### src/rtl/iob_uart_tx_arb.sv
// Round-robin arbiter sharing one UART transmitter among N_REQ byte-stream requesters.
// A grant covers a whole message (terminated by req_last_i); stalled owners are revoked.
module iob_uart_tx_arb #(
   parameter int unsigned N_REQ   = 4,
   parameter int unsigned DATA_W  = 8,
   parameter int unsigned TIMEOUT = 255
) (
   input  logic                    clk_i,
   input  logic                    rst_i,
   input  logic [N_REQ-1:0]        req_valid_i,
   input  logic [N_REQ*DATA_W-1:0] req_data_i,
   input  logic [N_REQ-1:0]        req_last_i,
   output logic [N_REQ-1:0]        req_ready_o,
   output logic [N_REQ-1:0]        grant_o,
   output logic                    busy_o,
   input  logic                    tx_ready_i,
   output logic [DATA_W-1:0]       tx_data_o,
   output logic                    data_write_en_o
);

   localparam int unsigned IdxW = $clog2(N_REQ);

   typedef enum logic [1:0] {StIdle, StSend, StIssue, StWaitLow} state_e;

   state_e              r_state;
   state_e              w_next_state;
   logic [N_REQ-1:0]    r_grant;
   logic [IdxW-1:0]     r_gidx;
   logic [IdxW-1:0]     r_last;
   logic [15:0]         r_cnt;
   logic                r_rel;
   logic [DATA_W-1:0]   r_tx_data;
   logic                r_wen;

   logic                w_pick_found;
   logic [IdxW-1:0]     w_pick_idx;
   logic [IdxW-1:0]     w_cand;
   logic [N_REQ-1:0]    w_pick_onehot;
   logic                w_gvalid;
   logic                w_glast;
   logic [DATA_W-1:0]   w_gdata;
   logic                w_accept;
   logic [15:0]         w_cnt_inc;
   logic                w_timeout;

   // Search upward from the previous owner so every waiting requester gets a turn.
   always_comb begin
      w_pick_found = 1'b0;
      w_pick_idx   = '0;
      w_cand       = '0;
      for (int unsigned k = 1; k <= N_REQ; k++) begin
         w_cand = IdxW'((32'(r_last) + k) % N_REQ);
         if (!w_pick_found && req_valid_i[w_cand]) begin
            w_pick_found = 1'b1;
            w_pick_idx   = w_cand;
         end
      end
   end

   assign w_pick_onehot = N_REQ'(1) << w_pick_idx;
   assign w_gvalid      = req_valid_i[r_gidx];
   assign w_glast       = req_last_i[r_gidx];
   assign w_gdata       = req_data_i[32'(r_gidx)*DATA_W +: DATA_W];
   assign w_accept      = tx_ready_i && w_gvalid;
   assign w_cnt_inc     = r_cnt + 16'd1;
   assign w_timeout     = !w_gvalid && (w_cnt_inc == 16'(TIMEOUT));

   always_ff @(posedge clk_i) begin
      if (rst_i) begin
         r_state <= StIdle;
      end else begin
         r_state <= w_next_state;
      end
   end

   always_comb begin
      w_next_state = r_state;
      case (r_state)
         StIdle: begin
            if (w_pick_found) w_next_state = StSend;
         end
         StSend: begin
            if (w_accept) begin
               w_next_state = StIssue;
            end else if (w_timeout) begin
               w_next_state = StIdle;
            end
         end
         StIssue: begin
            w_next_state = StWaitLow;
         end
         StWaitLow: begin
            // tx_ready_i low proves the UART latched the byte; earlier it may be stale.
            if (!tx_ready_i) w_next_state = r_rel ? StIdle : StSend;
         end
         default: begin
            w_next_state = StIdle;
         end
      endcase
   end

   always_comb begin
      req_ready_o     = (r_state == StSend && w_accept) ? r_grant : '0;
      grant_o         = r_grant;
      busy_o          = (r_state != StIdle);
      tx_data_o       = r_tx_data;
      data_write_en_o = r_wen;
   end

   always_ff @(posedge clk_i) begin
      if (rst_i) begin
         r_grant   <= '0;
         r_gidx    <= '0;
         r_last    <= IdxW'(N_REQ - 1);
         r_cnt     <= '0;
         r_rel     <= 1'b0;
         r_tx_data <= '0;
         r_wen     <= 1'b0;
      end else begin
         r_wen <= 1'b0;
         case (r_state)
            StIdle: begin
               if (w_pick_found) begin
                  r_grant <= w_pick_onehot;
                  r_gidx  <= w_pick_idx;
                  r_last  <= w_pick_idx;
                  r_cnt   <= '0;
               end
            end
            StSend: begin
               if (w_accept) begin
                  r_tx_data <= w_gdata;
                  r_rel     <= w_glast;
                  r_wen     <= 1'b1;
                  r_cnt     <= '0;
               end else if (w_timeout) begin
                  r_grant <= '0;
                  r_cnt   <= '0;
               end else if (!w_gvalid) begin
                  r_cnt <= w_cnt_inc;
               end else begin
                  r_cnt <= '0;
               end
            end
            StWaitLow: begin
               if (!tx_ready_i) begin
                  if (r_rel) begin
                     r_grant <= '0;
                  end else begin
                     r_cnt <= '0;
                  end
               end
            end
            default: begin
            end
         endcase
      end
   end

endmodule
### config.mk
export PLATFORM = sky130hd
export DESIGN_NAME = iob_uart_tx_arb
export DESIGN_NICKNAME = d
export VERILOG_FILES = /design/src/rtl/iob_uart_tx_arb.sv
export SDC_FILE = /design/constraint.sdc
export NUM_CORES = 1
export LEC_CHECK = 0
export CAP_MARGIN = 20
export CORE_MARGIN = 2
export CORE_UTILIZATION = 46
export CTS_BUF_LIST = sky130_fd_sc_hd__clkbuf_8
export CTS_CLUSTER_SIZE = 12
export DETAILED_ROUTE_END_ITERATION = 8
export GPL_ROUTABILITY_DRIVEN = 0
export GPL_TIMING_DRIVEN = 0
export PLACE_DENSITY = 0.73
export SYNTH_ARGS = -nofsm -noshare
export SYNTH_HDL_FRONTEND = slang
export SYNTH_SLANG_ARGS = --single-unit
### constraint.sdc
create_clock -name clk_i -period 3 [get_ports clk_i]
set_clock_uncertainty 0.05 [all_clocks]
set_input_delay 0.3 -clock clk_i [delete_from_list [all_inputs] [get_ports clk_i]]
set_output_delay 0.3 -clock clk_i [all_outputs]
set_load 0.01 [all_outputs]
==> reports/metrics.yaml <==
cts.htree.levels: 2
rsz0062_at_grt: "no"
ant_nets: 0
grt_use_total_pct: 21.6
clkTransAtPathRegs_ps: 60
finalSetupViolCount: 0
layout-drive-gt1-share_pct: 11.3
cap_violations: 0
grt_pass1_wl_mm: 9.31
netlist_top_cells_count: "nand2_1, dfxtp_1, a21oi_1"
die_w_um: 74.8
drt-total-wl_mm: 5.63
gr-total-overflow: 0
netlist_instances: 276
antenna_cells: 0
hold_start: "tx_data_o[6]$_SDFFE_PP0P_"
cp.required_ps: 2650
fin_util_pct: 64.4
fin_tns_setup_ps: 0
cts_sinks: 36
r2r-end: "r_cnt[7]$_SDFFE_PP0P_"
yosysMostFrequentCell: "nand2_1"
cts_tree: "built"
synthFlopType: "dfxtp_1"
cp-end-kind: "primary output"
die_y_um: 74.8
worst_hold_path_type: "reg -> reg"
synthArstFlopShare_pct: 0
vdd_drop_max_v: 0.000245
drt-initial-drc-count: 113
drv_slew: 0
dr.pass1.iters: 4
dieArea_um2: 5600
clock_path_buffers: 2
period_needed_ps: 2830
fillers: 416
grt_pass1_vias: 2111
postCtsSetupRepairBufs: 0
clk_latency_ps: 290
antenna_found_initial: 0
path_cells: "clkdlybuf4s50_1 > mux4_2 > and3_1 > clkbuf_2 > and2_1 > clkdlybuf4s50_1"
syn_nets: 321
ys_seq_area_share_pct: 31.2
synthToLayoutAreaGrowth_pct: 33.6
synthTopCellsByArea: "dfxtp_1, mux4_2, nand2_1"
relSlewSlack_pct: 36.1
core.rowCount: 25
syn_area_per_cell_um2: 8.36
cp.arrival_ps: 2480
worstMarginPinSlew_ps: 947
fin_crit_sh_pct: 94.5
worstReg2RegStart: "r_cnt[1]$_SDFFE_PP0P_"
min_delay_worst_endpoint: "tx_data_o[6]$_SDFFE_PP0P_"
status: "complete, no violations"
cpMostUsedCell: "clkdlybuf4s50_1"
dpl.hpwl_mm: 4.39
multiInputGateArea_um2: 1470
clock.fmax_mhz: 353
hold_viol: 0
p_per_area_nw_per_um2: 365
critical_path_class: "in -> out"
synth.distinct_cells: 58
crit_path_max_incr_delay_ps: 560
cts_buffers: 5
whs_path_depth: 2
netlist_area_um2: 2310
initial_core_util_pct: 48.2
startpoint_type: "input port"
numPortBuffers: 60
cts-root-buf: "clkbuf_8"
p_leak_nw: 1.07
core_um2: 4790
critical_path.max_fanout: 10
synth-edff-count: 0
grt_max_degree: 11
hold_ws_ps: 406
synth_top_area_share_pct: 31.2
rrSetupSlack_ps: 230
r2r_cells: 10
drc_errors: 0
ys_ff_latch: 36
via_per_inst: 5.48
io_pins: 61
via_count: 2252
seqCellArea_um2: 721
p_total_mw: 1.12
ys.warnings.count: 0
fin_nets: 388
cpMaxStageDelayCell: "mux4_2"
routedWlPerCell_um: 13.7
synth_top_area_cell: "dfxtp_1"
cells by family after synthesis:
group / count (synthesis) / share of synthesized area (%)
AO/OA/AOI/OAI: 69 / 20.4
buffers and inverters: 23 / 4.93
multiplexers: 13 / 11.1
flip-flops: 36 / 31.2
AND/OR/NAND/NOR: 127 / 29.0
XOR/XNOR: 6 / 2.28
adder cells (fa/ha/maj): 2 / 1.08
final cells by class:
cell class	instances	share of cell area, %
Buffer	17	3.00
Tap cell	67	2.72
Timing Repair Buffer	60	19.5
Clock buffer	6	2.68
Sequential cell	36	23.4
Multi-Input combinational cell	217	47.8
Inverter	6	0.731
Clock inverter	2	0.244
power breakdown:
part / internal, mW / switching, mW
clock: 0.181 / 0.175
combinational: 0.142 / 0.113
sequential: 0.498 / 0.0160
total: 0.820 / 0.304
registers in the layout (all words and copies together), names as in the netlist, named ones only:
signal and flops:
r_state 1, r_last 2, data_write_en_o 1, r_rel 1, tx_data_o 8, r_cnt 16, grant_o 4, r_gidx 2
placed cells by master (no fill, tap or decap), types with 5 or more instances in the layout:
cell type         n
nor2b_1           6
nand4_1           9
nand3_1          12
clkbuf_1          5
dfxtp_1          36
a21oi_1          21
nor3_1            5
buf_2             7
and2_1            7
nor2_1           20
mux4_2           10
inv_1             8
o21ai_0          15
clkdlybuf4s50_1  60
clkbuf_8          6
a21o_1            5
nand2_1          42
o21ai_1           5
and3_1            6
how the worst max path moves through the flow:
stage | start | end | slack (ps) | cells after the start
2_1_floorplan | r_cnt[1]$_SDFFE_PP0P_ | r_cnt[9]$_SDFFE_PP0P_ | 610 | 10
3_3_place_gp | req_valid_i[3] | req_ready_o[2] | 90 | 6
3_5_place_dp | req_valid_i[3] | req_ready_o[2] | 80 | 6
4_1_cts | req_valid_i[3] | req_ready_o[2] | 90 | 6
5_1_grt | r_cnt[1]$_SDFFE_PP0P_ | r_cnt[4]$_SDFFE_PP0P_ | 20 | 10
6_report | req_valid_i[3] | req_ready_o[2] | 170 | 6
through the flow:
stage               cells  setup WS [ps]  area, um2
detailed placement    403           83.5       2990
finish                411            166       3080
global route          411           24.0       3080
global placement      403           94.5       2990
CTS                   411           85.2       3080
floorplan             276            610       2310
per-layer routing:
layer,vias up,global-route usage (%),routed length [um]
li1,1143,-,-
met1,1029,25.1,2490
met2,69,36.5,2640
met3,11,7.23,390
met4,0,8.73,105
met5,-,0,0
critical path, delay by kind of cell:
| family | cells | cell delay [ps] |
|---|---|---|
| AND/OR/NAND/NOR | 2 | 440 |
| buffers and inverters | 3 | 1190 |
| multiplexers | 1 | 560 |
what timing repair did:
action	CTS	global route
hold buffers	0	0
setup endpoints to repair	0	1
resized for setup	0	2
Power figures use the tool's default switching activity.
